[src/rtl/ext_bus_bridge_pkg.sv]
// Shared types and constants for the Avalon-MM to 4-phase external bus bridge.
// Contents: bridge FSM state type, error counter width, and the read-data
// fill pattern returned when an access times out.
package ext_bus_bridge_pkg;

  typedef enum logic [1:0] {
    S_IDLE     = 2'd0,
    S_WAIT_ACK = 2'd1,
    S_RELEASE  = 2'd2,
    S_DONE     = 2'd3
  } state_e;

  localparam int unsigned ERR_CNT_W  = 8;
  localparam int unsigned FILL_MAX_W = 512;

  // All-ones pattern of the requested width; callers cast down to their data width.
  function automatic logic [FILL_MAX_W-1:0] timeout_fill(input int unsigned width);
    logic [FILL_MAX_W-1:0] v;
    v = '0;
    for (int unsigned i = 0; i < FILL_MAX_W; i++) begin
      if (i < width) v[i] = 1'b1;
    end
    return v;
  endfunction

endpackage

[src/rtl/ext_bus_bridge_sync.sv]
// N-stage reset-to-0 single-bit synchroniser.
// Ports: i_clk, i_rst_n (async active-low), i_d (asynchronous input),
//        o_q (synchronised output, last flop of the chain).
module sync_bit #(
  parameter int unsigned STAGES = 2
) (
  input  logic i_clk,
  input  logic i_rst_n,
  input  logic i_d,
  output logic o_q
);

  logic [STAGES-1:0] r_sync;

  // Shift chain: stage 0 samples the async input.
  always_ff @(posedge i_clk or negedge i_rst_n) begin
    if (!i_rst_n) r_sync <= '0;
    else          r_sync <= {r_sync[STAGES-2:0], i_d};
  end

  assign o_q = r_sync[STAGES-1];

endmodule

[src/rtl/ext_bus_bridge.sv]
// Avalon-MM slave to external 4-phase parallel bus master with ack timeout,
// zero-byte-enable short-circuit and synchronised IRQ edge detect.
// Ports: clk_clk/reset_reset_n; avs_* Avalon slave side (address, read, write,
//        byteenable, writedata, readdata, waitrequest); address/bus_enable/
//        byte_enable/rw/write_data/read_data/acknowledge external bus side;
//        irq in, irq_o/irq_rise out; timeout_err pulse and err_count status.
module ext_bus_bridge
  import ext_bus_bridge_pkg::*;
#(
  parameter int unsigned ADDR_W      = 11,
  parameter int unsigned DATA_W      = 16,
  parameter int unsigned TIMEOUT     = 255,
  parameter int unsigned SYNC_STAGES = 2,
  localparam int unsigned BE_W       = DATA_W / 8
) (
  input  logic                 clk_clk,
  input  logic                 reset_reset_n,
  input  logic [ADDR_W-1:0]    avs_address,
  input  logic                 avs_read,
  input  logic                 avs_write,
  input  logic [BE_W-1:0]      avs_byteenable,
  input  logic [DATA_W-1:0]    avs_writedata,
  output logic [DATA_W-1:0]    avs_readdata,
  output logic                 avs_waitrequest,
  output logic [ADDR_W-1:0]    address,
  output logic                 bus_enable,
  output logic [BE_W-1:0]      byte_enable,
  output logic                 rw,
  output logic [DATA_W-1:0]    write_data,
  input  logic [DATA_W-1:0]    read_data,
  input  logic                 acknowledge,
  input  logic                 irq,
  output logic                 irq_o,
  output logic                 irq_rise,
  output logic                 timeout_err,
  output logic [ERR_CNT_W-1:0] err_count
);

  localparam int unsigned       CNT_W      = $clog2(TIMEOUT + 1);
  localparam logic [CNT_W-1:0]  CNT_LAST   = CNT_W'(TIMEOUT - 1);
  localparam logic [DATA_W-1:0] RD_TIMEOUT = DATA_W'(timeout_fill(DATA_W));

  state_e               r_state, w_state_nxt;
  logic [CNT_W-1:0]     r_cnt, w_cnt_nxt;
  logic [ADDR_W-1:0]    r_address, w_address_nxt;
  logic [BE_W-1:0]      r_be, w_be_nxt;
  logic                 r_rw, w_rw_nxt;
  logic [DATA_W-1:0]    r_wdata, w_wdata_nxt;
  logic [DATA_W-1:0]    r_rdata, w_rdata_nxt;
  logic                 r_bus_en, w_bus_en_nxt;
  logic                 r_waitreq, w_waitreq_nxt;
  logic                 r_timeout_err, w_timeout_err_nxt;
  logic [ERR_CNT_W-1:0] r_err_cnt, w_err_cnt_inc;
  logic [ERR_CNT_W-1:0] w_err_cnt_nxt;
  logic                 w_irq_sync;
  logic                 r_irq_q;

  // State and registered outputs.
  always_ff @(posedge clk_clk or negedge reset_reset_n) begin
    if (!reset_reset_n) begin
      r_state       <= S_IDLE;
      r_cnt         <= '0;
      r_address     <= '0;
      r_be          <= '0;
      r_rw          <= 1'b1;
      r_wdata       <= '0;
      r_rdata       <= '0;
      r_bus_en      <= 1'b0;
      r_waitreq     <= 1'b1;
      r_timeout_err <= 1'b0;
      r_err_cnt     <= '0;
    end else begin
      r_state       <= w_state_nxt;
      r_cnt         <= w_cnt_nxt;
      r_address     <= w_address_nxt;
      r_be          <= w_be_nxt;
      r_rw          <= w_rw_nxt;
      r_wdata       <= w_wdata_nxt;
      r_rdata       <= w_rdata_nxt;
      r_bus_en      <= w_bus_en_nxt;
      r_waitreq     <= w_waitreq_nxt;
      r_timeout_err <= w_timeout_err_nxt;
      r_err_cnt     <= w_err_cnt_nxt;
    end
  end

  assign w_err_cnt_inc = (r_err_cnt == '1) ? r_err_cnt : r_err_cnt + ERR_CNT_W'(1);

  // Next-state and next-output logic.
  always_comb begin
    w_state_nxt       = r_state;
    w_cnt_nxt         = (r_cnt == '1) ? r_cnt : r_cnt + CNT_W'(1);
    w_address_nxt     = r_address;
    w_be_nxt          = r_be;
    w_rw_nxt          = r_rw;
    w_wdata_nxt       = r_wdata;
    w_rdata_nxt       = r_rdata;
    w_bus_en_nxt      = r_bus_en;
    w_timeout_err_nxt = 1'b0;
    w_err_cnt_nxt     = r_err_cnt;

    case (r_state)
      S_IDLE: begin
        if (avs_read || avs_write) begin
          // Read has priority when both strobes are asserted.
          w_address_nxt = avs_address;
          w_be_nxt      = avs_byteenable;
          w_rw_nxt      = avs_read;
          w_wdata_nxt   = avs_read ? '0 : avs_writedata;
          if (|avs_byteenable) begin
            w_bus_en_nxt = 1'b1;
            w_state_nxt  = S_WAIT_ACK;
          end else begin
            w_rdata_nxt = '0;
            w_state_nxt = S_DONE;
          end
        end
      end
      S_WAIT_ACK: begin
        if (acknowledge) begin
          if (r_rw) w_rdata_nxt = read_data;
          w_bus_en_nxt = 1'b0;
          w_state_nxt  = S_RELEASE;
        end else if (r_cnt == CNT_LAST) begin
          w_bus_en_nxt      = 1'b0;
          w_rdata_nxt       = RD_TIMEOUT;
          w_timeout_err_nxt = 1'b1;
          w_err_cnt_nxt     = w_err_cnt_inc;
          w_state_nxt       = S_DONE;
        end
      end
      S_RELEASE: begin
        if (!acknowledge) begin
          w_state_nxt = S_DONE;
        end else if (r_cnt == CNT_LAST) begin
          w_timeout_err_nxt = 1'b1;
          w_err_cnt_nxt     = w_err_cnt_inc;
          w_state_nxt       = S_DONE;
        end
      end
      S_DONE:  w_state_nxt = S_IDLE;
      default: w_state_nxt = S_IDLE;
    endcase

    // Counter measures time spent in the current state only.
    if (w_state_nxt != r_state) w_cnt_nxt = '0;
    w_waitreq_nxt = (w_state_nxt != S_DONE);
  end

  sync_bit #(
    .STAGES (SYNC_STAGES)
  ) u_irq_sync (
    .i_clk   (clk_clk),
    .i_rst_n (reset_reset_n),
    .i_d     (irq),
    .o_q     (w_irq_sync)
  );

  // Previous synchronised level for rising-edge detect.
  always_ff @(posedge clk_clk or negedge reset_reset_n) begin
    if (!reset_reset_n) r_irq_q <= 1'b0;
    else                r_irq_q <= w_irq_sync;
  end

  assign avs_readdata    = r_rdata;
  assign avs_waitrequest = r_waitreq;
  assign address         = r_address;
  assign bus_enable      = r_bus_en;
  assign byte_enable     = r_be;
  assign rw              = r_rw;
  assign write_data      = r_wdata;
  assign timeout_err     = r_timeout_err;
  assign err_count       = r_err_cnt;
  assign irq_o           = w_irq_sync;
  assign irq_rise        = w_irq_sync & ~r_irq_q;

endmodule

[config.mk]
export PLATFORM = sky130hd
export DESIGN_NAME = ext_bus_bridge
export DESIGN_NICKNAME = d
export VERILOG_FILES = /design/src/rtl/ext_bus_bridge_pkg.sv /design/src/rtl/ext_bus_bridge_sync.sv /design/src/rtl/ext_bus_bridge.sv
export SDC_FILE = /design/constraint.sdc
export NUM_CORES = 1
export LEC_CHECK = 0
export CORE_MARGIN = 4
export CORE_UTILIZATION = 56
export CTS_CLUSTER_DIAMETER = 200
export DETAILED_ROUTE_END_ITERATION = 6
export DONT_BUFFER_PORTS = 1
export PLACE_DENSITY = 0.76
export SYNTH_ARGS = -nofsm -noshare
export SYNTH_HDL_FRONTEND = slang
export SYNTH_SLANG_ARGS = --single-unit
export TNS_END_PERCENT = 100
[constraint.sdc]
create_clock -name clk_clk -period 2.1 [get_ports clk_clk]
set_clock_uncertainty 0.15 [all_clocks]
set_input_delay 0.315 -clock clk_clk [delete_from_list [all_inputs] [get_ports clk_clk]]
set_output_delay 0.315 -clock clk_clk [all_outputs]
set_load 0.1 [all_outputs]
# Word level (Yosys, flattened, before mapping)
# Index checks and enable logic that the tools add are counted.
[totals]
register_bits = 70
latchBits = 0
mem_bits_rw = 0
mem_bits_ro = 0
inputBits = 51
out_inout_bits = 59
word_cells = 71
memories = 0
[classes]
n_addsub = 2
mul = 0
div_mod_pow = 0
magnitude_cmp = 0
eq_ne = 16
n_shift = 0
muxes = 29
n_bitwise = 2
reduce_logical = 9
[op_table]
columns = ["cell", "count"]
rows = [
  ["2-to-1 mux 16 bit", 6],
  ["2-to-1 mux 8 bit", 6],
  ["case mux 16 bit (2 select lines)", 1],
  ["equality test 8 bit, second input constant", 3],
  ["adder 8 x 1 -> 8 bit, second input constant", 2],
  ["case mux 8 bit (2 select lines)", 1],
  ["inequality test 2 bit, second input constant", 6],
  ["2-to-1 mux 2 bit", 5],
  ["case mux 2 bit (4 select lines)", 1],
  ["2-to-1 mux 1 bit", 7],
  ["inequality test 3 bit, second input constant", 2],
  ["AND reduction 5 bit", 1],
  ["equality test 2 bit, second input constant", 2],
  ["case mux 1 bit (2 select lines)", 2],
  ["AND reduction 4 bit", 1],
  ["nonzero test 2 bit", 2],
  ["AND reduction 3 bit", 1],
  ["equality test 2 x 1 -> 1 bit, second input constant", 1],
  ["zero test 2 bit", 1],
  ["inequality test 2 x 1 -> 1 bit, second input constant", 1],
  ["inequality test 2 bit", 1],
  ["AND reduction 2 bit", 1],
  ["OR reduction 2 bit", 1],
  ["AND 1 bit", 1],
  ["2 further kinds", 2],
]

# Longest topological paths before layout
# Gate-level depths: netlist (run 1).
[depth]
depth_word = 6
ltp_mapped = 9
depth_no_buf = 7

# Cells and area by module
# From an unflattened synthesis (run 1), not the netlist that was laid out.
[unflattened]
cells_unflattened = 301
hier_area_um2 = 3208.1
[modules_own_cells]
columns = ["module", "n_inst", "cells_per_inst", "area_each_um2", "seq_area_each_um2"]
rows = [
  ["ext_bus_bridge", 1, 299, 3158.0, 1704.1],
  ["sync_bit", 1, 2, 50.0, 50.0],
]

# Worst setup path before layout (run 1)
# No wires, ideal clock.
[synth_path]
path_kind = "register to output"
startpoint = "register u_irq_sync.r_sync[1]"
endpoint = "output irq_rise"
t_arrival_ns = 2.359
required_time_ns = 1.635
setup_slack_ns = -0.724
stages_incl_launch_ff = 2
path_buffers = 0
cell_sequence = "dfrtp_1 nor2b_1"
[synth_between]
elab_chain_len = 1
[synth_lines]
columns = ["element", "line", "source"]
rows = [
  ["from (decl)", "ext_bus_bridge_sync.sv:13", "logic [STAGES-1:0] r_sync;"],
  ["from (signal assigned)", "ext_bus_bridge_sync.sv:18", "else r_sync <= {r_sync[STAGES-2:0], i_d};"],
  ["AND 1 bit", "ext_bus_bridge.sv:175", "assign irq_rise = w_irq_sync & ~r_irq_q;"],
  ["to (decl)", "ext_bus_bridge.sv:34", "output logic irq_rise,"],
]
# No other way between the ends.

# Worst setup path in the final report (run 1)
[layout_path]
startpoint = "register r_state[1]"
endpoint = "register r_cnt[1]"
[layout_between]
elab_chain_len = 5
elab_cells_between_ends = 12
classes_between = "5 x eq/ne; 6 x mux; 1 x reduce/logical"
[layout_lines]
columns = ["element", "line", "source"]
rows = [
  ["from (decl)", "ext_bus_bridge.sv:43", "state_e r_state, w_state_nxt;"],
  ["from (signal assigned)", "ext_bus_bridge.sv:73", "r_state <= w_state_nxt;"],
  ["2-to-1 mux 2 bit", "ext_bus_bridge.sv:124, ext_bus_bridge.sv:135", ""],
  ["2-to-1 mux 2 bit, on equally long branches", "ext_bus_bridge.sv:133, ext_bus_bridge.sv:120", ""],
  ["case mux 2 bit (4 select lines)", "ext_bus_bridge.sv:102", "case (r_state)"],
  ["inequality test 2 bit *", "ext_bus_bridge.sv:146", "if (w_state_nxt != r_state) w_cnt_nxt = '0;"],
  ["inequality test 2 x 1 -> 1 bit (no line) or 2-to-1 mux 8 bit (tied branches)", "-", ""],
  ["to (signal assigned)", "ext_bus_bridge.sv:74", "r_cnt <= w_cnt_nxt;"],
  ["to (decl)", "ext_bus_bridge.sv:44", "logic [CNT_W-1:0] r_cnt, w_cnt_nxt;"],
]
# Mark *: on every way between the ends. The rest lies on a longest branch, timed or not.
# A chain may end at the register's enable or synchronous reset.

==> summary.md, run 1 <==
| Metric | Value |
|---|---|
| Commonest cells after routing, fill and taps aside | `dfrtp_1, buf_4, o21ai_0` |
| Proportion of layout cells with a drive suffix above 1 | `0.299` |
| TritonCTS Sinks | `70` |
| Hold Crit Class | `input port to register` |
| Relative slew slack | `0.375` |
| Fin area | `4330 um2` |
| Die footprint | `7050 um2` |
| Root Driver | `clkbuf_8` |
| WP depth | `6` |
| CTS H-tree lvls | `3` |
| Row count | `27` |
| Cts bufs inserted | `9` |
| Vias in the first global route | `2,683` |
| Commonest non-fill, non-tap cell in the layout | `dfrtp_1` |
| Top Family by Delay on Critical Path | `compound AO/OA/AOI/OAI gates` |
| WL final | `8.43 mm` |
| Fin util | `0.782` |
| Synth cell types | `45` |
| First-pass GRT wire length | `13.5 mm` |
| Minimum clock period | `between 2000 and 2500 ps` |
| Fmax | `roughly 500 MHz` |
| Number of hold violations in the final report | `0` |
| Setup-failing EPs final | `0` |
| Chip Width | `~84 um` |
| Post-DRT Antenna Nets | `0` |
| Critical Path RT | `2190 ps` |
| Async S/R FF share, synth | `1.00` |
| Synthesized Nets | `355` |
| CTS Buffer Depth | `2` |
| Mapped Area | `3230 um2` |
| Via total after detailed routing | `2,590` |
| CP arrival | `2120 ps` |
| Worst path slowest cell | `dfrtp_1` |
| Critical Path Start Type | `register` |
| Worst path max stage delay | `390 ps` |
| GP Congestion | `0.937` |
| Avg Cell Area, Syn | `about 11 um2` |
| Core Box Area | `between 5000 and 6000 um2` |
| Diodes inserted | `0` |
| Avg Vias per Cell | `about 5.6` |
| Initial antenna violation count | `0` |
| Crit. End Element | `register` |
| CTS tree | `yes` |
| #FFs+latches synth | `70` |
| PortBufs | `0` |
| Status | `finished, final reports clean` |
| Drt drc | `0` |
| Clock Latency Late Sink | `340 ps` |
| Iter 0 DRT Violations | `~150` |
| R2R depth | `6` |
| Area Growth Syn to Fin | `34.1%` |
| Crit share post-route | `0.967` |
| Initial core utilization | `0.583` |
| Number of synthesized flops with an enable pin | `0` |
| Synth Flop Type | `dfrtp_1` |
| Worst-Margin Slew | `between 900 and 1000 ps` |
| Max Transition Viols Final | `0` |
| Max FO, Critical Path | `6` |
| DR pass1 iterations | `4` |
| Pin count of the biggest net entering global routing | `between 70 and 80` |
| Yosys warns | `0` |
| # IOs | `110` |
| Sequential share of the synthesized area | `0.543` |
| Aggregate global routing overflow | `0` |
| Wire per inst | `18.3 um` |
| Critical path cell sequence | `buf_6 -> or3b_1 -> o311a_2 -> o21a_1 -> or2_4 -> a2111oi_4` |
| DP Wirelength | `between 5 and 6 mm` |
| Mapped Cells | `296` |
| Clock-pin slew on the worst setup and hold paths | `approximately 70 ps` |
| Die height | `84.0 um` |
| Crit path buffers/inverters | `1` |
| Layout Nets | `roughly 440` |
| Max-cap viol count | `0` |
| Total track usage | `0.243` |
| Worst hold stages | `2` |
| Critical path class | `register to register` |
| Placed Area | `~3700 um2` |
[layer usage]
metal,track usage,share of wire,vias to the layer above
met5,0,0,-
met3,0.0711,0.067,22
met2,0.424,0.53,101
met1,0.280,0.39,1284
li1,-,-,1183
met4,0.0906,0.020,0
[cells in the mapped netlist (all sizes together), types with 3 or more instances]
library cell	count	share of area
buf	3	0.0054
clkbuf	7	0.0081
dfrtp	68	0.53
ha	8	0.031
inv	23	0.027
mux2	15	0.052
mux2i	17	0.053
nand2	26	0.030
nand2b	17	0.033
nand3	8	0.012
nand4	3	0.0077
nor2	13	0.017
nor2b	3	0.0058
nor3	8	0.012
o21ai	37	0.058
or2	3	0.0066
xor2	8	0.022
[layout make-up]
class	count	area, um2
clock buffer	11	131
fill	338	1210
multi-input combinational	193	1450
sequential	70	1760
tap	72	90.1
timing repair buffer	86	781
inverter	23	86.3
clock inverter	5	27.5
[sequential cells by signal, indices dropped and copies added (netlist names)]
name / count
address: 11
avs_readdata: 16
avs_waitrequest: 1
bus_enable: 1
byte_enable: 2
err_count: 8
r_cnt: 8
r_irq_q: 1
r_state: 2
rw: 1
timeout_err: 1
u_irq_sync.r_sync: 2
write_data: 16
[repair_timing]
action	CTS	global route
pin swaps	0	1
hold buffers	32	2
gates resized for setup	3	17
endpoints found under the hold margin	101	70
buffers inserted	0	1
endpoints found under the setup margin	21	33
[kinds of logic after synthesis]
| logic type | Yosys count | share of synthesized area |
|---|---|---|
| flops | 70 | 0.543 |
| mux | 32 | 0.105 |
| xor+xnor | 10 | 0.0271 |
| buf+inv | 33 | 0.0403 |
| fa+ha+maj | 8 | 0.0310 |
| compound gates | 58 | 0.117 |
| simple gates | 85 | 0.137 |
[stage by stage]
stage	TNS (ps)	hold WS, ps	setup slack, ps	cells
6_report	0	11.7	69.5	460
5_1_grt	-15.1	1.78	-13.5	460
4_1_cts	0	-500	10.6	457
3_5_place_dp	-106	-129	-17.5	409
3_3_place_gp	0	-129	60.5	409
2_1_floorplan	0	-131	4.13	296
[worst reg2reg max path, stage by stage, from the launching register on]
cell	delay (ps)
dfrtp_1	390
buf_6	130
or3b_1	340
o311a_2	160
o21a_1	220
or2_4	280
a2111oi_4	260
[worst paths after layout]
path                                       from                   end  slack (ps)
setup / recovery                     r_state[1]              r_cnt[1]          70
hold / removal                         avs_read         write_data[4]          10
setup reg to reg                     r_state[1]              r_cnt[1]          70
hold reg to reg            u_irq_sync.r_sync[0]  u_irq_sync.r_sync[1]         210
max in group asynchronous         reset_reset_n       avs_waitrequest        1100
min in group asynchronous         reset_reset_n            address[0]         370
Power of run 1 is left out: the tool's default activity adds up to more than one toggle a clock period on the data nets, which glitch-free logic cannot reach.
==> inputs of run 2 (changes only) <==
--- a/config.mk
+++ b/config.mk
@@ -6,11 +6,11 @@
 export NUM_CORES = 1
 export LEC_CHECK = 0
 export CORE_MARGIN = 4
-export CORE_UTILIZATION = 56
+export CORE_UTILIZATION = 63
 export CTS_CLUSTER_DIAMETER = 200
 export DETAILED_ROUTE_END_ITERATION = 6
 export DONT_BUFFER_PORTS = 1
-export PLACE_DENSITY = 0.76
+export PLACE_DENSITY = 0.81
 export SYNTH_ARGS = -nofsm -noshare
 export SYNTH_HDL_FRONTEND = slang
 export SYNTH_SLANG_ARGS = --single-unit
==> constraint.sdc (replaced) <==
create_clock -name clk_clk -period 2.03 [get_ports clk_clk]
set_clock_uncertainty 0.15 [all_clocks]
set_input_delay 0.3045 -clock clk_clk [delete_from_list [all_inputs] [get_ports clk_clk]]
set_output_delay 0.3045 -clock clk_clk [all_outputs]
set_load 0.1 [all_outputs]
==> summary.md, run 2 (synthesis results as in run 1) <==
| Metric | Value |
|---|---|
| Status | `complete, but fails checks` |
| Violated checks | `hold timing, setup timing` |
| Filler cell count | `59` |
| Fin worst setup slack | `-365 ps` |
| Initial core utilization | `0.666` |
| Crit. End Element | `register` |
| Total track usage | `0.405` |
| Placed cells | `413` |
| Fmax | `418 MHz` |
| First-pass GRT wire length | `18.5 mm` |
| Final Non-Filler Cells | `479` |
| Aggregate global routing overflow | `0` |
| Via total after detailed routing | `3,586` |
| Row count | `25` |
| CP arrival | `2510 ps` |
| Commonest cells after routing, fill and taps aside | `dfrtp_1, buf_4, dlygate4sd3_1` |
| CTS Hold Bufs | `slightly above 40` |
| Initial antenna violation count | `3` |
| Minimum clock period | `2390 ps` |
| Crit share post-route | `1.18` |
| Critical path class | `register to register` |
| Hold Crit Class | `input port to asynchronous set/reset pin` |
| LEAKAGE | `2.07 nW` |
| # IOs | `110` |
| Max Transition Viols Final | `0` |
| Worst-Margin Slew | `1000 ps` |
| Core Box Area | `approximately 4800 um2` |
| Clock-pin slew on the worst setup and hold paths | `about 110 ps` |
| GP Congestion | `0.788` |
| Pwr dens | `2010 nW/um2` |
| Layout Nets | `462` |
| WL final | `approximately 17 mm` |
| TritonCTS Sinks | `70` |
| DR pass1 iterations | `7` |
| Clock Latency Late Sink | `380 ps` |
| CTS H-tree lvls | `3` |
| Number of hold violations in the final report | `70` |
| Chip Width | `79.6 um` |
| Wire per inst | `35.5 um` |
| RSZ-0062 raised after global routing | `yes` |
| Minimum hold slack | `-552 ps` |
| Root Driver | `clkbuf_8` |
| CTS Buffer Depth | `2` |
| Drt drc | `0` |
| Area Growth Syn to Fin | `46.9%` |
| Post-DRT Antenna Nets | `0` |
| Critical Path RT | `2140 ps` |
| Pin count of the biggest net entering global routing | `71` |
| Proportion of layout cells with a drive suffix above 1 | `0.385` |
| Critical Path Start Type | `register` |
| CTS tree | `yes` |
| Vias in the first global route | `between 3,000 and 4,000` |
| Iter 0 DRT Violations | `598` |
| Max FO, Critical Path | `8` |
| FF-to-FF setup slack | `-360 ps` |
| Cts bufs inserted | `9` |
| Relative slew slack | `0.334` |
| Critical Path Source | `r_state[1]` |
| Peak supply drop | `1820 uV` |
| Dpl ws | `-29.4 ps` |
| PortBufs | `0` |
| Max-cap viol count | `0` |
| DP Wirelength | `5.59 mm` |
| Setup-failing EPs final | `37` |
| Reg-to-Reg Start | `r_state[1]` |
| Die footprint | `6340 um2` |
| Die height | `79.6 um` |
| Avg Vias per Cell | `7.49` |
-- run 2: cell count changes in the layout (fill, tap and decap cells not counted), sizes merged --
cell	previous run	this run
bufinv	0	1
clkinvlp	1	3
clkinv	4	3
clkbuf	11	10
buf	53	64
dlygate4sd3	33	41
diode	0	4
-- run 2: power by group --
group          total (mW)  internal, mW  switching (mW)
Clock                1.26         0.571           0.689
Combinational        5.20          1.56            3.64
Sequential           3.07          1.79            1.28
Total                9.53          3.92            5.61
-- run 2: layer usage --
layer  vias to the layer above  track usage  routed length (um)  part of all wire
met5                         -            0                   0                 0
met4                         0        0.304                2200              0.13
met3                       219        0.152                2730              0.16
met2                       496        0.682                7270              0.43
met1                      1643        0.401                4810              0.28
li1                       1228            -                   -                 -
-- run 2: worst paths after layout --
| check | endpoint | cells after the start |
|---|---|---|
| setup / recovery | avs_readdata[7] | 9 |
| hold / removal | write_data[10] | 0 |
| setup reg to reg | avs_readdata[7] | 9 |
| hold reg to reg | u_irq_sync.r_sync[1] | 0 |
| max in group asynchronous | avs_waitrequest | 0 |
| min in group clk_clk | rw | 2 |
-- run 2: timing repair --
action / 4_1_cts / 5_1_grt
endpoints found under the setup margin: 10 / 41
pin swaps: 0 / 14
gates cloned: 0 / 1
buffers inserted: 0 / 4
hold endpoints to repair: 100 / 70
resized for setup: 13 / 48
-- run 2: final cells by class --
class,instances,area [um2],area share
flip-flops and latches,70,1770,0.373
multi-input cells,193,1640,0.345
repair buffers,106,956,0.201
clock buffers,9,124,0.0261
inverters,23,90.1,0.0190
well taps,67,83.8,0.0177
clock inverters,7,72.6,0.0153
diodes,4,10.0,0.00211
-- run 2: through the flow --
| stage | area [um2] | total power, mW | utilization | hold slack, ps | TNS, ps |
|---|---|---|---|---|---|
| after detailed placement | 3770 | 6.83 | 0.778 | -139 | -29.4 |
| after global routing | 4740 | 9.65 | 0.978 | -554 | -10820 |
| after floorplan | 3260 | 5.92 | - | -141 | -16.8 |
| final | 4750 | 9.53 | 0.979 | -552 | -7540 |
| after CTS | 4460 | 8.18 | 0.919 | -519 | -9.02 |
| after global placement | 3770 | 6.69 | 0.778 | -139 | 0 |
-- run 2: critical path, cell delays in order (launching register included) --
cell and delay, ps:
dfrtp_1 430, inv_2 100, buf_4 160, ha_2 210, buf_4 170, o21ai_1 170, o31ai_2 170, nor2_4 190
buf_12 190, mux2i_2 340
(Power assumes the default switching activity.)
